===== config.mk =====
export PLATFORM = sky130hd
export DESIGN_NAME = d_instr_buffer
export DESIGN_NICKNAME = d
export VERILOG_FILES = /design/src/rtl/d_instr_buffer.sv
export SDC_FILE = /design/constraint.sdc
export NUM_CORES = 1
export LEC_CHECK = 0
export CORE_ASPECT_RATIO = 1.75
export CORE_MARGIN = 1.5
export CORE_UTILIZATION = 43
export DETAILED_ROUTE_END_ITERATION = 10
export GPL_TIMING_DRIVEN = 1
export PLACE_DENSITY = 0.88
export SLEW_MARGIN = 30
export SYNTH_ARGS = -nofsm -noshare
export SYNTH_HDL_FRONTEND = slang
export SYNTH_SLANG_ARGS = --single-unit

===== constraint.sdc =====
create_clock -name clock -period 2.2 [get_ports clock]
set_input_delay 0.66 -clock clock [delete_from_list [all_inputs] [get_ports clock]]
set_output_delay 0.66 -clock clock [all_outputs]
set_load 0.05 [all_outputs]

===== src/rtl/d_instr_buffer.sv =====
// Fetch-to-decode receive buffer: a small in-order FIFO of {pc, instr} beats
// with a combinational RV32I field/immediate decode of the head entry.
module d_instr_buffer #(
  parameter int XLEN  = 32,
  parameter int DEPTH = 2
) (
  input  logic                     clock,
  input  logic                     reset,
  input  logic                     f_valid,
  input  logic [XLEN-1:0]          f_pc_o,
  input  logic [XLEN-1:0]          instr,
  output logic                     d_ready,
  input  logic                     br_en,
  input  logic                     a_ready,
  output logic                     d_valid,
  output logic [XLEN-1:0]          d_pc,
  output logic [XLEN-1:0]          d_instr,
  output logic [6:0]               d_opcode,
  output logic [4:0]               d_rd,
  output logic [4:0]               d_rs1,
  output logic [4:0]               d_rs2,
  output logic [2:0]               d_funct3,
  output logic [6:0]               d_funct7,
  output logic [XLEN-1:0]          d_imm,
  output logic                     d_illegal,
  output logic [$clog2(DEPTH):0]   dbg_count
);

  localparam int PW = $clog2(DEPTH);
  localparam int CW = PW + 1;
  localparam logic [CW-1:0] FULL = CW'(DEPTH);

  logic [XLEN-1:0] pc_mem    [DEPTH];
  logic [XLEN-1:0] instr_mem [DEPTH];
  logic [PW-1:0]   rd_ptr;
  logic [PW-1:0]   wr_ptr;
  logic [CW-1:0]   count;
  logic            push;
  logic            pop;

  // Handshake: a beat transfers on a rising edge where valid and ready are both
  // high. Ready never depends on the same-cycle pop (no bypass), and br_en
  // blocks both sides so a flush cycle moves nothing.
  assign d_ready = reset && (count != FULL) && !br_en;
  assign d_valid = (count != '0);
  assign push    = f_valid && d_ready;
  assign pop     = d_valid && a_ready && !br_en;
  assign dbg_count = count;

  always_ff @(posedge clock or negedge reset) begin
    if (!reset) begin
      rd_ptr <= '0;
      wr_ptr <= '0;
      count  <= '0;
      for (int i = 0; i < DEPTH; i++) begin
        pc_mem[i]    <= '0;
        instr_mem[i] <= '0;
      end
    end else if (br_en) begin
      rd_ptr <= '0;
      wr_ptr <= '0;
      count  <= '0;
    end else begin
      if (push) begin
        pc_mem[wr_ptr]    <= f_pc_o;
        instr_mem[wr_ptr] <= instr;
        wr_ptr            <= wr_ptr + PW'(1);
      end
      if (pop) begin
        rd_ptr <= rd_ptr + PW'(1);
      end
      case ({push, pop})
        2'b10:   count <= count + CW'(1);
        2'b01:   count <= count - CW'(1);
        default: count <= count;
      endcase
    end
  end

  logic [31:0] h;
  logic [31:0] imm32;
  logic        illegal;

  assign d_pc     = pc_mem[rd_ptr];
  assign d_instr  = instr_mem[rd_ptr];
  assign h        = d_instr[31:0];
  assign d_opcode = h[6:0];
  assign d_rd     = h[11:7];
  assign d_funct3 = h[14:12];
  assign d_rs1    = h[19:15];
  assign d_rs2    = h[24:20];
  assign d_funct7 = h[31:25];

  always_comb begin
    imm32   = '0;
    illegal = 1'b0;
    case (h[6:0])
      7'b0000011, 7'b0010011, 7'b1100111, 7'b1110011:
        imm32 = {{20{h[31]}}, h[31:20]};
      7'b0100011:
        imm32 = {{20{h[31]}}, h[31:25], h[11:7]};
      7'b1100011:
        imm32 = {{19{h[31]}}, h[31], h[7], h[30:25], h[11:8], 1'b0};
      7'b0110111, 7'b0010111:
        imm32 = {h[31:12], 12'b0};
      7'b1101111:
        imm32 = {{11{h[31]}}, h[31], h[19:12], h[20], h[30:21], 1'b0};
      7'b0110011, 7'b0001111:
        imm32 = '0;
      default:
        illegal = 1'b1;
    endcase
  end

  // Immediates are built at 32 bits and sign-extended to XLEN.
  assign d_imm     = {{(XLEN-31){imm32[31]}}, imm32[30:0]};
  assign d_illegal = illegal;

endmodule


Yosys cells after proc, flatten, opt, wreduce, memory -nomap -nowiden
Index checks and enable logic that the tools add are counted.

word-level totals
  register bits after elaboration = 132
  input port bits = 69
  output and inout bits = 133
  logic and storage cells = 64

operators by class
  $add $sub $neg = 4
  $lt $le $gt $ge = 3
  equal/unequal tests = 14
  mux-type cells = 18
  bitwise logic cells = 3
  reductions and logical operators = 15

operators with widths
  operator               number
  $mux W32               7
  $pmux W32 S5           1
  $bwmux W64             2
  $demux W32 S1          1
  $eq A7 B7 Y1 const B   4
  $eq A7 B6 Y1 const B   3
  $eq A7 B5 Y1 const B   2
  $reduce_or A11 Y1      1
  $eq A7 B2 Y1 const B   1
  $eq A7 B4 Y1 const B   1
  $logic_and A1 B1 Y1    6
  $reduce_bool A2 Y1     3
  $mux W1                5
  $ge A2 B2 Y1 const B   2
  $not A1 Y2             2
  $pmux W2 S2            1
  $reduce_or A4 Y1       1
  $reduce_bool A3 Y1     1
  $add A1 B1 Y1 const B  2
  $add A2 B1 Y2 const B  1
  $eq A2 B1 Y1 const B   1
  $eq A2 B2 Y1 const B   1
  $lt A2 B1 Y1 const B   1
  $mux W2                1
  6 further kinds        6

Depth between registers and ports, before layout
Gate-level depths: netlist (run 1).

  word-level depth = 7
  depth in mapped cells = 8
  mapped depth without buffers = 5

Worst setup path after synthesis (run 1)
OpenSTA, ideal clock, no wires.

  path kind = flip-flop to output port
  from = register rd_ptr
  to = output d_imm[31]
  data arrival time = 2407 ps
  data required time = 1540 ps
  setup slack = -867 ps
  stages on the path, launching flop included = 7
  path buffers = 1
  path through = dfrtp_1 > buf_6 > mux2i_2 > inv_1 > nor2_1 > o31ai_2 > a31oi_1

on the way
  cells in the longest elaborated chain, start to end = 7
  elaborated cells between the ends (all ways) = 16
  classes of those cells = 9 x eq/ne; 4 x mux; 1 x bitwise; 2 x reduce/logical

ends and longest elaborated chain
  element                                               line  text
  start: declaration                                    35    logic [PW-1:0] rd_ptr;
  start signal: assignment                              70    rd_ptr <= rd_ptr + PW'(1);
  $not A1 Y2 (not written as such) *                    85    assign d_instr = instr_mem[rd_ptr];
  $mux W32 (not written as such) * (3 in series)        85
  net d_instr[6]                                        17    output logic [XLEN-1:0] d_instr,
  $eq A7 B2 Y1 (tied with other cells)                  97    case (h[6:0])
  $reduce_or A4 Y1 or $reduce_or A2 Y1 (tied branches)  97
  $pmux W32 S5 *                                        97
  end: declaration                                      24    output logic [XLEN-1:0] d_imm,

The timed path passes the listed nets; every way through them passes the cells marked *. The select of a mux whose other input is x is not followed.

Worst setup path after layout (run 1)
  from = register rd_ptr
  to = output d_imm[19]

on the way
  cells in the longest elaborated chain, start to end = 7
  elaborated cells between the ends (all ways) = 16
  classes of those cells = 9 x eq/ne; 4 x mux; 1 x bitwise; 2 x reduce/logical

ends and longest elaborated chain
  element                                               line
  $not A1 Y2 (not written as such) *                    85
  $mux W32 (not written as such) * (3 in series)        85
  $eq A7 B2 Y1 (tied with other cells)                  97
  $reduce_or A4 Y1 or $reduce_or A2 Y1 (tied branches)  97
  $pmux W32 S5 *                                        97

Every way passes the cells marked *; elsewhere a longest branch is shown, timed or not. The select of a mux whose other input is x is not followed.

==> flow_summary_export.csv, run 1 <==
group,metric,value,unit
run_status,status,"finished, violations left",
run_status,violations,"setup timing",
worst_setup_path,cp_cell_sequence,"buf_4 > nand4bb_2 > nand2_2 > o211ai_1 > buf_4 > o211ai_1 > buf_4",
cts,cts_tree,"built",
detailed_routing,drt_pre_antenna_iters,4,
yosys,synth_cell_types,45,
power,pwr-share-comb,50.2,%
yosys,synth_warnings,0,
placement,dp_hpwl,14200,um
worst_setup_path,crit_arrival,2.48,ns
cts,clock_latency,0.41,ns
yosys,syn_area,6710,um2
placement,gp_routability_congestion,0.906,
detailed_routing,routed_via_density,5.53,
worst_setup_path,r2r_start,"dbg_count[0]$_DFFE_PN0P_",
power,internal-power,0.00748,W
floorplan,ios,202,
detailed_routing,wl_per_cell,22.9,um
sta,finalWorstSetupSlack,-0.939,ns
final_layout,fill_cells,861,
sta,rsz0062_at_grt,"yes",
final_layout,area_growth,74.7,%
final_layout,final_core_util,76.5,%
floorplan,coreArea,15300,um2
final_layout,drive_gt1_share,57.8,%
global_routing,overflow,0,
worst_setup_path,cpMaxStageDelayCell,"dfrtp_4",
floorplan,fp.dieH,168,um
sta,relSlewSlack,52.9,%
yosys,synth_fa_ha_area_share,0,%
final_layout,final_common_cell,"dfrtp_1",
worst_setup_path,path_common_cell,"buf_4",
power,power.density,1070,nW/um2
floorplan,die_x,97.4,um
sta,finalCriticalPeriod,3.14,ns
cts,cts_made_buffers,17,
worst_setup_path,cp_data_required_time,1.54,ns
floorplan,start_util,43.8,%
yosys,synth_seq_cells,132,
power,p_sw_share,40.4,%
cts,clock-sinks,132,
final_layout,fin_area,11700,um2
worst_setup_path,criticalPathCategory,"register to output port",
power,clkPwrFrac,22.1,%
cts,clk_pin_slew,0.06,ns
power,power_switching,0.00507,W
global_routing,grt_pass1_vias,6202,
sta,fmax,0.319,GHz
power,p_leak,5.29,nW
final_layout,layout_common_cells,"dfrtp_1 (131), mux2_1 (91), buf_6 (86)",
worst_setup_path,crit_path_start,"rd_ptr$_DFFE_PN0P_",
detailed_routing,routed_wl,22800,um
yosys,postSynthAreaPerCell,13.0,um2
detailed_routing,antenna_left,0,
yosys,synth-edff-count,0,
detailed_routing,drc,0,
final_layout,stdcell_count,996,
floorplan,die-area,16400,um2
global_routing,grt_usage,26.4,%
worst_setup_path,slowest_delay,0.52,ns
sta,slew_violations,0,
power,peakVddDrop,0.000797,V
yosys,synth.mux.area_fraction,32.3,%
global_routing,antenna_found_initial,0,
cts,clockBufferDepth,2,
sta,finalCritPeriodShare,143,%
worst_setup_path,startpoint_type,"register",
worst_hold_path,hold_class,"input pin to asynchronous set/reset pin",
detailed_routing,num_vias,5508,
yosys,synth_top_family_by_area,"multiplexers",
yosys,synthFlopType,"dfrtp_1",
final_layout,finalNetCount,866,
yosys,yosys.area_share.simple,5.82,%
cts,cts_root_buf,"clkbuf_16",
placement,portBuffers,201,
yosys,netlist_instances,515,
sta,finClkSkew,0.0115,ns
placement,dp.cells,928,
sta,hold_violations,0,
cts,htree_levels,4,
yosys,async_flop_share,100,%
floorplan,rows,60,
run,maxCapViolCount,0,
yosys,synth_xor_area_share,0.131,%
detailed_routing,drt_iter0_drc,213,
yosys,syn_nets,584,
final_layout,n_antenna_cell,0,
global_routing,grt_max_degree,78,
placement,dpl_cell_area,9800,um2
sta,setup_viol,129,
worst_setup_path,path_max_fanout,8,
sta,worst_pin_slew,0.706,ns
worst_setup_path,cp-end-kind,"output port",
yosys,ys_seq_area_share,49.2,%
global_routing,grt_pass1_wl,33500,um
yosys,synth_compound_area_share,5.63,%
power,power.share.sequential,27.7,%
power groups by stage:
stage          clock network, W  logic, W  registers [W]
5_1_grt                 0.00294   0.00649        0.00353
6_report                0.00277   0.00629        0.00348
3_5_place_dp                  0   0.00523        0.00344
2_1_floorplan                 0   0.00360        0.00332
3_3_place_gp                  0   0.00511        0.00336
4_1_cts                 0.00279   0.00599        0.00343
Yosys cell counts (4+ instances only):
cell	n	area [um2]
dfrtp_1	132	3300
inv_1	17	63.8
nor3_1	4	20.0
nor2_1	4	15.0
nand2_2	10	62.6
o211ai_1	11	82.6
a21boi_1	6	45.0
nand2_1	21	78.8
buf_4	33	248
nand3b_1	5	37.5
o221ai_1	4	35.0
a21oi_1	12	60.1
mux2_2	87	980
buf_6	4	45.0
mux2_1	91	1020
mux2i_1	11	110
buf_2	20	100
layout make-up:
class,count,area (um2),share of cell area (%)
clock buffer,18,439,3.75
clock inverter,14,143,1.22
inverter,19,96.3,0.822
multi-input combinational,307,3730,31.8
sequential,132,3310,28.2
tap,186,233,1.99
timing repair buffer,320,3770,32.2
kinds of logic after synthesis:
family	Yosys count
AND/OR/NAND/NOR	66
flip-flops	132
AO/OA/AOI/OAI	48
multiplexers	192
XOR/XNOR	1
buffers and inverters	76
routing by layer:
layer | routed length (um) | global-route usage, % | vias to the layer above
met1 | 7240 | 24.5 | 2807
met3 | 1020 | 5.44 | 75
met4 | 1160 | 12.9 | 0
met2 | 13400 | 52.9 | 232
li1 | - | - | 2394
met5 | 0 | 0 | -
worst max-delay path: cells and delay by family (launching register included):
kind,cells,cell delay (ns)
buffers and inverters,3,0.67
flip-flops,1,0.52
AO/OA/AOI/OAI,2,0.44
AND/OR/NAND/NOR,2,0.43
per-stage QoR:
| step | setup TNS (ns) | worst slack (ns) | total power [W] | hold slack, ns |
|---|---|---|---|---|
| 2_1_floorplan | -13.70 | -0.575 | 0.00692 | 0.364 |
| 3_3_place_gp | -27.14 | -0.447 | 0.00848 | 0.464 |
| 3_5_place_dp | -37.74 | -0.516 | 0.00868 | 0.475 |
| 4_1_cts | -63.59 | -0.873 | 0.0122 | 0.418 |
| 5_1_grt | -74.97 | -1.01 | 0.0130 | 0.450 |
| 6_report | -68.70 | -0.939 | 0.0125 | 0.404 |
final timing paths:
| check | endpoint | slack, ns | cells after the start |
|---|---|---|---|
| max in group asynchronous | rd_ptr$_DFFE_PN0P_ | 1.27 | 2 |
| hold reg to reg | pc_mem[60]$_DFFE_PN0P_ | 0.48 | 1 |
| hold / removal | pc_mem[22]$_DFFE_PN0P_ | 0.40 | 2 |
| setup reg to reg | instr_mem[59]$_DFFE_PN0P_ | 0.38 | 5 |
| setup / recovery | d_imm[19] | -0.94 | 7 |
| min in group clock | pc_mem[60]$_DFFE_PN0P_ | 0.48 | 1 |
state kept, by name, summed over array words and instances, names as in the netlist:
signal,count
rd_ptr,1
wr_ptr,1
instr_mem,64
pc_mem,64
dbg_count,2
repair_timing:
| action | 4_1_cts | 5_1_grt |
|---|---|---|
| setup buffers | 16 | 19 |
| gates resized for setup | 203 | 59 |
| endpoints found under the setup margin | 130 | 129 |
| hold buffers | 0 | 0 |
| pin swaps | 10 | 9 |
| cloned | 3 | 3 |
No activity file was read; power rests on OpenSTA's default activity.
==> run 2, diff against run 1 <==
Settings changed: PLACE_DENSITY 0.88 to 0.73.
==> flow_summary_export.csv, run 2 (same netlist as run 1, synthesis figures left out) <==
group,metric,value,unit
run_status,status,"finished, violations left",
global_routing,grt_pass1_vias,5864,
final_layout,finalNetCount,857,
worst_setup_path,crit_arrival,2.45,ns
floorplan,coreArea,15300,um2
worst_setup_path,timing.rr.end,"pc_mem[50]$_DFFE_PN0P_",
final_layout,drive_gt1_share,56.3,%
placement,portBuffers,201,
final_layout,area_growth,72.8,%
worst_setup_path,cp_data_required_time,1.54,ns
placement,dp.cells,925,
worst_setup_path,path_max_fanout,9,
floorplan,die_x,97.4,um
detailed_routing,num_vias,5246,
final_layout,n_antenna_cell,0,
floorplan,rows,60,
global_routing,grt_pass1_wl,30700,um
worst_setup_path,r2r_start,"dbg_count[0]$_DFFE_PN0P_",
final_layout,final_common_cell,"dfrtp_1",
detailed_routing,drt_pre_antenna_iters,4,
detailed_routing,drt_iter0_drc,124,
placement,post-place-ws,-0.491,ns
power,total_power,0.0123,W
floorplan,ios,202,
sta,setup_viol,129,
sta,fin_setup_tns,-70.27,ns
floorplan,fp.dieH,168,um
cts,clock_latency,0.42,ns
sta,fmax,0.321,GHz
global_routing,antenna_found_initial,0,
power,peakVddDrop,0.000757,V
detailed_routing,routed_via_density,5.32,
sta,relSlewSlack,55.6,%
final_layout,stdcell_count,987,
worst_setup_path,ff2ff_path_depth,5,
detailed_routing,routed_wl,20200,um
global_routing,grt_max_degree,54,
cts,cts_made_buffers,17,
sta,finalCriticalPeriod,3.11,ns
power,p_leak,5.24,nW
power,power.density,1060,nW/um2
cts,cts_tree,"built",
sta,hold_violations,0,
sta,slew_violations,0,
worst_hold_path,hold_class,"input pin to asynchronous set/reset pin",
sta,finClkSkew,0.00739,ns
worst_setup_path,r2r_setup_slack,0.42,ns
detailed_routing,drc,0,
cts,hold_buffers,0,
floorplan,start_util,43.8,%
worst_setup_path,crit_path_start,"rd_ptr$_DFFE_PN0P_",
worst_setup_path,criticalPathCategory,"register to output port",
cts,clockBufferDepth,2,
global_routing,overflow,0,
sta,finalCritPeriodShare,142,%
worst_setup_path,cp-end-kind,"output port",
floorplan,die-area,16400,um2
run,maxCapViolCount,0,
placement,gp_routability_congestion,0.854,
run_status,violations,"setup timing",
sta,finalWorstSetupSlack,-0.913,ns
cts,cts_root_buf,"clkbuf_16",
final_layout,layout_common_cells,"dfrtp_1 (131), mux2_1 (91), buf_6 (91)",
cts,htree_levels,4,
placement,dp_hpwl,13600,um
global_routing,grt_usage,24.1,%
sta,rsz0062_at_grt,"yes",
sta,worst_pin_slew,0.667,ns
cts,clock-sinks,132,
cts,clk_pin_slew,0.06,ns
detailed_routing,wl_per_cell,20.5,um
detailed_routing,antenna_left,0,
worst_setup_path,startpoint_type,"register",
==> run 2: cell types whose count changed in the layout (fill, tap and decap cells not counted), sizes merged <==
| cell | delta |
|---|---|
| bufinv | +2 |
| bufbuf | +4 |
| clkbuf | -2 |
| inv | -3 |
| buf | -11 |
| clkinv | +1 |
==> run 2: per-stage QoR <==
stage	utilization [%]	instance area, um2	hold slack (ns)
global placement	64.3	9850	0.464
finish	75.7	11600	0.318
global route	75.7	11600	0.352
floorplan	-	7250	0.364
detailed placement	64.3	9850	0.475
CTS	74.3	11400	0.335
==> run 2: critical path, cell delays in order, from the launching register on <==
cell and delay (ns):
dfrtp_4 0.49, buf_12 0.16, buf_6 0.14, nand4b_1 0.27
nand2_2 0.17, o211ai_1 0.11, buf_4 0.19, o211ai_1 0.26
buf_4 0.26
==> run 2: layout make-up <==
| class | instances | area (um2) |
|---|---|---|
| clock buffers | 18 | 429 |
| clock inverters | 14 | 175 |
| fillers | 946 | 3720 |
| inverters | 19 | 86.3 |
| multi-input cells | 307 | 3630 |
| flip-flops and latches | 132 | 3310 |
| well taps | 186 | 233 |
| repair buffers | 311 | 3730 |
==> run 2: power breakdown <==
group	switching (W)	total [W]	internal, W
combinational	0.00331	0.00594	0.00263
clock	0.00109	0.00288	0.00179
sequential	0.000391	0.00343	0.00304
==> run 2: timing repair <==
action,in CTS,in global routing
setup endpoints to repair,130,130
setup buffers,15,7
pin swaps,5,4
cloned,7,1
resized for setup,141,29
==> run 2: routing by layer <==
metal | share of wire (%) | vias up | wire length [um] | global-route usage (%)
met3 | 4.4 | 36 | 897 | 4.94
met4 | 2.7 | 0 | 541 | 9.19
met2 | 60 | 176 | 12100 | 48.1
li1 | - | 2366 | - | -
met5 | 0 | - | 0 | 0
met1 | 33 | 2668 | 6680 | 23.8
==> run 2: how the worst max path moves through the flow <==
stage | to | slack [ns] | cells past startpoint
2_1_floorplan | d_imm[12] | -0.58 | 6
3_3_place_gp | d_imm[28] | -0.40 | 7
3_5_place_dp | d_illegal | -0.49 | 7
4_1_cts | d_imm[24] | -0.82 | 10
5_1_grt | d_imm[18] | -0.95 | 8
6_report | d_imm[18] | -0.91 | 8
==> run 3, diff against run 2 <==
Settings changed: CORE_MARGIN 1.5 to 5, CORE_UTILIZATION 43 to 48, PLACE_DENSITY 0.73 to 0.77.
Clock period 2.2 ns to 3.2 ns, I/O delays scaled along.
==> flow_summary_export.csv, run 3 (same netlist as run 1, synthesis figures left out) <==
group,metric,value,unit
run_status,status,"finished, violations left",
run_status,violations,"setup timing",
sta,hold-worst-slack,0.378,ns
sta,hold_violations,0,
worst_setup_path,crit_arrival,2.39,ns
global_routing,grt_pass1_wl,29300,um
sta,finalCritPeriodShare,105,%
detailed_routing,dr_wl_met2,10200,um
floorplan,start_util,48.5,%
global_routing,grt_usage,22.4,%
detailed_routing,highest_layer,"met4",
worst_setup_path,cp_data_required_time,2.24,ns
power,power.density,763,nW/um2
floorplan,rows,57,
sta,slew_violations,0,
final_layout,finalNetCount,788,
placement,dp_hpwl,12900,um
final_layout,layout_common_cells,"dfrtp_1 (131), buf_4 (105), mux2_1 (91)",
worst_setup_path,startpoint_type,"register",
sta,relSlewSlack,45.1,%
sta,rsz0062_at_grt,"yes",
sta,setup_viol,33,
floorplan,fp.dieH,166,um
power,p_leak,4.44,nW
cts,clk_pin_slew,0.06,ns
detailed_routing,wl_met1,6510,um
sta,finalCriticalPeriod,3.35,ns
worst_setup_path,criticalPathCategory,"register to output port",
cts,clock_latency,0.41,ns
worst_setup_path,cp-end-kind,"output port",
global_routing,antenna_found_initial,0,
detailed_routing,num_vias,4985,
final_layout,final_common_cell,"dfrtp_1",
floorplan,die_x,99.4,um
cts,htree_levels,4,
run,maxCapViolCount,0,
sta,finalWorstSetupSlack,-0.154,ns
final_layout,n_antenna_cell,0,
detailed_routing,drt_pre_antenna_iters,4,
global_routing,grt_max_degree,67,
detailed_routing,drc,0,
global_routing,overflow,0,
detailed_routing,antenna_left,0,
cts,cts_root_buf,"clkbuf_16",
cts,clock-sinks,132,
floorplan,ios,202,
cts,cts_tree,"built",
cts,clockBufferDepth,2,
sta,finClkSkew,0.0117,ns
detailed_routing,routed_via_density,5.48,
cts,cts_made_buffers,17,
worst_setup_path,path_max_fanout,22,
final_layout,drive_gt1_share,44.3,%
power,peakVddDrop,0.000507,V
worst_hold_path,hold_class,"input pin to asynchronous set/reset pin",
detailed_routing,dr_wl_met3,1150,um
detailed_routing,wl_per_cell,20.3,um
final_layout,area_growth,47.5,%
global_routing,grt_pass1_vias,5506,
cts,hold_buffers,0,
placement,gp_routability_congestion,0.889,
floorplan,coreArea,13800,um2
sta,fmax,0.298,GHz
sta,worst_pin_slew,0.823,ns
detailed_routing,drt_iter0_drc,160,
placement,portBuffers,201,
placement,post-place-ws,0.00643,ns
detailed_routing,routed_wl,18400,um
sta,fin_setup_tns,-3.49,ns
final_layout,fill_cells,960,
floorplan,die-area,16500,um2
run 3: cell types whose count changed in the layout (fill, tap and decap cells not counted), moves of 16 or more:
cell / previous run / this run
buf_4: 83 / 105
mux2_2: 59 / 87
dlygate4sd2_1: 1 / 17
buf_6: 91 / 12
buf_12: 49 / 29
mux2_4: 28 / 0
run 3: report_power, final:
group | total, W | switching [W] | internal, W
clock | 0.00199 | 0.000722 | 0.00127
combinational | 0.00321 | 0.00204 | 0.00117
sequential | 0.00235 | 0.000260 | 0.00209
run 3: area by class of cell:
cell class,instances,area (um2),area share (%)
clock inverter,11,149,1.50
inverter,19,73.8,0.746
sequential,132,3310,33.4
multi-input combinational,307,3190,32.3
clock buffer,21,460,4.65
tap,177,221,2.24
timing repair buffer,242,2490,25.2
run 3: per-layer routing:
layer  up-vias  track usage [%]
li1       2229                -
met3        36             5.38
met2       209             41.8
met5         -                0
met1      2511             23.0
met4         0             10.2
run 3: final timing paths:
path                                        endpoint  cells after the start  slack, ns                      start
min in group clock         instr_mem[52]$_DFFE_PN0P_                      1       0.48  instr_mem[52]$_DFFE_PN0P_
min                         dbg_count[0]$_DFFE_PN0P_                      1       0.38                      reset
max                                        d_imm[26]                      8      -0.15         rd_ptr$_DFFE_PN0P_
max reg2reg                instr_mem[19]$_DFFE_PN0P_                      5       1.16   dbg_count[0]$_DFFE_PN0P_
min reg2reg                instr_mem[52]$_DFFE_PN0P_                      1       0.48  instr_mem[52]$_DFFE_PN0P_
max in group asynchronous   instr_mem[4]$_DFFE_PN0P_                      3       1.10                      reset
run 3: stage by stage:
| stage | power (W) | std cells | utilization (%) | cell area (um2) |
|---|---|---|---|---|
| finish | 0.00755 | 909 | 71.5 | 9900 |
| detailed placement | 0.00546 | 855 | 63.5 | 8780 |
| CTS | 0.00758 | 908 | 70.9 | 9810 |
| global placement | 0.00538 | 855 | 63.5 | 8780 |
| floorplan | 0.00455 | 515 | - | 6730 |
| global route | 0.00785 | 909 | 71.5 | 9900 |
run 3: critical path, stage by stage, from the launching register on:
cell	delay (ns)
dfrtp_4	0.53
buf_4	0.18
buf_8	0.16
nand4b_1	0.23
a221oi_1	0.30
buf_4	0.25
a21oi_1	0.09
nand2_4	0.09
buf_8	0.14
run 3: what timing repair did:
action,CTS,global route
setup buffers,19,1
setup endpoints to repair,55,33
cloned,2,0
pin swaps,21,6
gates resized for setup,62,13
